[config.mk]
export PLATFORM = sky130hd
export DESIGN_NAME = piso_tx_5bit
export DESIGN_NICKNAME = d
export VERILOG_FILES = /design/src/rtl/piso_tx_5bit.sv
export SDC_FILE = /design/constraint.sdc
export NUM_CORES = 1
export LEC_CHECK = 0
export ABC_AREA = 1
export BUFFER_PORTS_ARGS = -buffer_cell sky130_fd_sc_hd__buf_2
export CORE_AREA = 2 2 39 41
export CTS_CLUSTER_SIZE = 8
export DETAILED_ROUTE_END_ITERATION = 10
export DIE_AREA = 0 0 41 43
export GPL_ROUTABILITY_DRIVEN = 0
export PLACE_DENSITY = 0.58
export SLEW_MARGIN = 0
export SYNTH_ARGS = -nofsm -noshare
export SYNTH_HDL_FRONTEND = slang
export SYNTH_SLANG_ARGS = --single-unit
[constraint.sdc]
create_clock -name clk -period 2.7 [get_ports clk]
set_input_delay 0.54 -clock clk [delete_from_list [all_inputs] [get_ports clk]]
set_output_delay 0.54 -clock clk [all_outputs]
set_load 0.05 [all_outputs]
[src/rtl/piso_tx_5bit.sv]
// piso_tx_5bit: five-bit parallel-in/serial-out transmitter, LSB first.
// Words are accepted through a ready/load handshake and shifted out one bit
// per clock. Back-to-back frames have no gap when load is held high.
// Optional feature macro: PISO_PARITY_EN appends an even-parity bit, making
// six-bit frames. Undefined means plain five-bit frames.
module piso_tx_5bit (
    input  logic       clk,
    input  logic       reset,
    input  logic [4:0] data_in,
    input  logic       load,
    output logic       ready,
    output logic       serial_out,
    output logic       bit_valid,
    output logic       done
);

`ifdef PISO_PARITY_EN
    localparam int FRAME_BITS = 6;
`else
    localparam int FRAME_BITS = 5;
`endif
    localparam logic [2:0] LAST_CNT = 3'(FRAME_BITS - 1);

    typedef enum logic {
        IDLE  = 1'b0,
        SHIFT = 1'b1
    } state_t;

    state_t                  state, state_nxt;
    logic [FRAME_BITS-1:0]   sh;
    logic [2:0]              cnt;
    logic [FRAME_BITS-1:0]   load_word;
    logic                    last_bit;
    logic                    accept;

    // The parity bit sits above the data so that it leaves the wire last.
`ifdef PISO_PARITY_EN
    assign load_word = {^data_in, data_in};
`else
    assign load_word = data_in;
`endif

    // The last-bit cycle is the only point inside a frame where a new word may
    // be taken. ready is a pure state decode, so accept has no comb path back
    // into ready.
    assign last_bit = (state == SHIFT) && (cnt == LAST_CNT);
    assign accept   = load && ready;

    // State register; reset overrides load at the same edge.
    always_ff @(posedge clk) begin
        if (reset) state <= IDLE;
        else       state <= state_nxt;
    end

    // Next state: leave IDLE on an accepted load, and stay in SHIFT across a
    // frame boundary only when the next word is accepted on the last bit.
    always_comb begin
        state_nxt = state;
        case (state)
            IDLE:    if (accept) state_nxt = SHIFT;
            SHIFT:   if (last_bit) state_nxt = accept ? SHIFT : IDLE;
            default: state_nxt = IDLE;
        endcase
    end

    // Outputs: decoded from the registered state only.
    always_comb begin
        ready      = 1'b0;
        serial_out = 1'b0;
        bit_valid  = 1'b0;
        done       = 1'b0;
        case (state)
            IDLE: begin
                ready = 1'b1;
            end
            SHIFT: begin
                serial_out = sh[0];
                bit_valid  = 1'b1;
                ready      = (cnt == LAST_CNT);
                done       = (cnt == LAST_CNT);
            end
            default: ;
        endcase
    end

    // Shift register and bit counter. A word is captured only on an accepted
    // load; otherwise SHIFT drains sh with zero fill. The counter is cleared
    // on the way back to IDLE so that every frame starts from a known count.
    always_ff @(posedge clk) begin
        if (reset) begin
            sh  <= '0;
            cnt <= '0;
        end else if (accept) begin
            sh  <= load_word;
            cnt <= '0;
        end else if (state == SHIFT) begin
            sh <= {1'b0, sh[FRAME_BITS-1:1]};
            if (last_bit) cnt <= '0;
            else          cnt <= cnt + 3'd1;
        end
    end

endmodule

# Word-level counts from Yosys, hierarchy flattened
# Index checks and enable logic that the tools add are counted.
[word_totals] regBits=9 inputBits=8 elab_cells=20
[classes] n_eq_ne=1 muxes=10 bitwise_logic=1 n_reduce_logical=4 n_addsub=1
[ops] cell="$mux 5" count=2
[ops] cell="$mux 1" count=5
[ops] cell="$pmux 1 s2" count=2
[ops] cell="$add 3x1->3 const B" count=1
[ops] cell="$eq 3x3->1 const B" count=1
[ops] cell="$mux 3" count=1
[ops] cell="$logic_and 1x1->1" count=2
[ops] cell="$reduce_bool 2->1" count=1
[ops] cell="$reduce_or 2->1" count=1
[ops] cell="$not 1->1" count=1

# Longest topological paths before layout
[logic_depth] depth_word=6 ltp_mapped=9 depth_no_buf=9

# Worst setup path after synthesis
# OpenSTA, ideal clock, no wires.
[synth_timing] path_kind="register to output" startpoint="register state" endpoint="output port done" t_arrival_ns=1.288 n_path_buf=1 setup_slack_ns=0.872 path_stages_with_launch=4 required_time_ns=2.160 path_cell_list="dfxtp_1 -> buf_6 -> nand3_1 -> inv_1"
[synth_between] elab_chain_len=1
[synth_rtl] item="start: declaration" line="29" rtl="state_t state, state_nxt;"
[synth_rtl] item="start signal: assignment" line="52" rtl="else state <= state_nxt;"
[synth_rtl] item="$mux 1" line="72" rtl="case (state)"
[synth_rtl] item="end: declaration" line="14" rtl="output logic done"
# Every way passes these cells.

# Worst setup path in the final report
# Same ends and word-level chain as after synthesis.

==> impl_summary.txt <==
----------------------------------------------------
[Run status]
  Result of the run ... completed

[GRT]
  Antenna violations before repair ... 0
  Global-route wire length before repair ... ~1600 µm
  Vias in the first global route ... between 300 and 400
  Residual overflow from global routing ... 0
  Global-route usage over all layers ... 0.1407
  Largest net degree at the start of global routing ... 12

[Synthesis]
  Post-synthesis net count ... a little under 80
  Top area cells in the synthesized netlist ... sky130_fd_sc_hd__dfxtp_1 (34%), sky130_fd_sc_hd__nand2_1 (10%), sky130_fd_sc_hd__nand3_1 (9.6%), sky130_fd_sc_hd__inv_1 (7.2%), sky130_fd_sc_hd__nor2_1 (5.0%)
  Ys flop type ... sky130_fd_sc_hd__dfxtp_1
  Gate count after technology mapping ... 69
  Cell area after synthesis ... approximately 520 µm²
  Fraction of registers with async set/reset ... 0
  Top cell type by total area after synthesis ... sky130_fd_sc_hd__dfxtp_1
  Count of distinct cell types in the synthesized netlist ... 17
  Register bit count reported by yosys ... 9
  Leading cell type by number of instances after synthesis ... sky130_fd_sc_hd__nand2_1
  List of most frequent post-synthesis cells ... sky130_fd_sc_hd__nand2_1 (14), sky130_fd_sc_hd__inv_1 (10), sky130_fd_sc_hd__nand3_1 (10)
  Area share of the largest cell type after synthesis ... 0.3445
  Avg Synthesized Cell Area ... about 7.6 µm²
  Yosys warning count ... 0
  Sequential-to-total area share from yosys stat ... 0.3445
  EDFF count, synth ... 0

[Clock network]
  Reg clk slew, reported paths ... about 0.06 ns
  Number of buffers added for setup after CTS ... 0
  Number of H-tree levels ... 1
  Bufs on Longest Clock Path ... 2
  Root Buffer ... sky130_fd_sc_hd__clkbuf_4
  CTS tree ... yes
  Number of sinks handled by clock tree synthesis ... 9
  Number of hold buffers added after cts ... 0
  Clock latency reported for the late side of the worst-skew pair ... approximately 0.26 ns
  Number of gates given a new drive strength after cts ... 0
  Clock buffer count from CTS ... 3

[Route]
  Number of remaining DRC errors ... 0
  Detailed-route wire length ... around 890 µm
  Post-detailed-route wirelength per cell ... between 9 and 10 µm
  Count of nets left with antenna violations after detail routing ... 0
  Routed vias/inst ... 4.439
  Total number of vias ... between 400 and 500
  Drt first pass iters ... 3
  First DRT Iteration DRCs ... 5

[Cells and area]
  Number of cells in the finished layout apart from fillers ... just under 100
  Fillers ... 151
  Utilization after layout ... 0.4349
  Final antenna diode count ... 0
  Number of nets at the end of the flow ... 93
  Cell area after layout ... approximately 600 µm²
  Share of final-layout standard cells stronger than drive strength 1 ... 0.2683
  Signed area change from the synthesized netlist to the final layout ... 15.07%

[Place]
  Post-DP HPWL ... around 690 µm
  Placed inst area ... about 580 µm²
  Post-Place Worst Slack ... between 0.9 and 1 ns
  Instance count after placement with tap cells included ... 94
  Count of input and output buffers ... 11

[Setup path]
  Setup crit start ... state$_SDFF_PP0_
  Type of element launching the critical path ... register
  Endpoint of the most critical register-to-register path ... sh[3]$_SDFFE_PP0P_
  Path length in cells of the critical path ... 3
  Slowest stage delay, CP ... around 0.7 ns
  Category of the most critical setup path ... reg -> out
  Largest delay share family, worst path ... flip-flops
  Worst setup path endpoint ... done
  Slowest cell on crit path ... sky130_fd_sc_hd__dfxtp_1
  Cells along the critical path ... nand3_1 > inv_1 > buf_2
  Startpoint of the lowest-slack register-to-register path ... cnt[0]$_SDFFE_PP0P_
  Worst EP required ... roughly 2.2 ns
  Reg2Reg Setup Slack ... ~1.5 ns
  Crit path arrival time ... between 1 and 1.5 ns
  CP Max Fanout ... 11
  CP Capture Type ... primary output
  Buf+Inv Stages, Crit Path ... 2
  R2R cell count ... 8

[STA]
  Maximum clock rate ... around 500 MHz
  Slew at the pin closest to its max-slew limit ... 0.5950 ns
  Final worst path period share ... 0.7402
  Final critical-path required period ... roughly 2 ns
  Final Max Slew Viols ... 0
  Final setup slack of the worst path ... roughly 0.7 ns
  Worst relative slew slack ... 0.6028
  Worst Skew ... 0.002400 ns
  Sum Neg Setup Slack ... 0 ns
  RSZ-0062 raised after global routing ... no
  Total setup violations reported at the end of the flow ... 0
  Endpoints failing hold ... 0
  Hold slack final ... approximately 0.46 ns

[Die]
  Effective utilization at floorplan ... 0.3779
  Floorplan die height ... ~43 µm
  Number of rows in the core area ... 14
  Die area ... 0.001763 mm²
  Die extent in x ... around 41 µm
  CORE AREA ... about 0.0014 mm²
  Number of top-level design ports ... 12

[Job]
  Max-capacitance violation count ... 0

[Min path]
  Worst min-delay path category ... reg -> reg
  Origin of the worst min-delay path ... sh[2]$_SDFFE_PP0P_

[Power and ir drop]
  Overall power ... around 0.31 mW
  Worst vdd ir ... 310.4 µV
  Power per standard cell area ... slightly above 500 mW/mm²
  Leak Pwr ... approximately 0.31 nW

----------------------------------------------------
## area by class of cell
type,count,area (µm²),area share
Tap cell,16,20.02,0.03326
Clock buffer,4,26.28,0.04366
Multi-Input combinational cell,47,279.0,0.4636
Timing Repair Buffer,11,55.05,0.09148
Inverter,11,41.29,0.06861
Sequential cell,9,180.2,0.2994
## per-layer routing
| metal | GRT usage | share of wire |
|---|---|---|
| met3 | 0.07853 | 0.060 |
| met2 | 0.1813 | 0.42 |
| met5 | 0 | 0 |
| met4 | 0.08000 | 0.010 |
| met1 | 0.1774 | 0.51 |
## registers in the layout (all words and copies together) (netlist names)
signal  cells
sh          5
cnt         3
state       1
## power by group
part / switching [mW] / internal [mW] / total (mW)
clock network: 0.0473 / 0.0570 / 0.104
registers: 0.00838 / 0.141 / 0.149
logic: 0.0360 / 0.0206 / 0.0567
## worst register-to-register path, cell delays in order, from the launching register on
cell,delay (ns)
sky130_fd_sc_hd__dfxtp_1,0.35
sky130_fd_sc_hd__inv_1,0.06
sky130_fd_sc_hd__ha_1,0.22
sky130_fd_sc_hd__nand2_2,0.13
sky130_fd_sc_hd__nand2_8,0.09
sky130_fd_sc_hd__nand3_1,0.10
sky130_fd_sc_hd__nand2_1,0.05
sky130_fd_sc_hd__nor2_1,0.08
sky130_fd_sc_hd__nor2_1,0.04
## layout by cell type, fill, tap and decap left out
| cell type | synthesis | routed |
|---|---|---|
| sky130_fd_sc_hd__nand3_1 | 10 | 10 |
| sky130_fd_sc_hd__nand2_2 | 1 | 1 |
| sky130_fd_sc_hd__o21ai_1 | 1 | 1 |
| sky130_fd_sc_hd__a21boi_2 | 1 | 1 |
| sky130_fd_sc_hd__nand2_8 | 1 | 1 |
| sky130_fd_sc_hd__clkbuf_4 | 0 | 3 |
| sky130_fd_sc_hd__nand2_4 | 2 | 2 |
| sky130_fd_sc_hd__nor3_2 | 1 | 1 |
| sky130_fd_sc_hd__nor2_8 | 1 | 1 |
| sky130_fd_sc_hd__dfxtp_1 | 9 | 9 |
| sky130_fd_sc_hd__clkbuf_1 | 0 | 1 |
| sky130_fd_sc_hd__ha_1 | 2 | 2 |
| sky130_fd_sc_hd__o21ai_0 | 1 | 1 |
| sky130_fd_sc_hd__nand2_1 | 14 | 14 |
| sky130_fd_sc_hd__a21oi_1 | 5 | 5 |
| sky130_fd_sc_hd__nor2_1 | 7 | 7 |
| sky130_fd_sc_hd__inv_1 | 10 | 10 |
| sky130_fd_sc_hd__inv_2 | 1 | 1 |
| sky130_fd_sc_hd__buf_2 | 0 | 11 |
## how the worst min path moves through the flow
stage | endpoint | slack [ns] | cells past startpoint
after detailed placement | sh[1]$_SDFFE_PP0P_ | 0.46 | 2
final | sh[1]$_SDFFE_PP0P_ | 0.46 | 2
after global placement | sh[4]$_SDFFE_PP0P_ | 0.45 | 2
after global routing | sh[1]$_SDFFE_PP0P_ | 0.48 | 2
after floorplan | sh[4]$_SDFFE_PP0P_ | 0.43 | 2
after CTS | sh[1]$_SDFFE_PP0P_ | 0.47 | 2
## logic make-up (layout without fill, tap and decap cells)
family          after synthesis  count (layout)  share of synthesized area
compound gates                8               8                    0.08849
buf+inv                      13              26                     0.1220
fa+ha+maj                     2               2                    0.04784
flops                         9               9                     0.3445
simple gates                 37              37                     0.3971
Power figures use the tool's default switching activity.
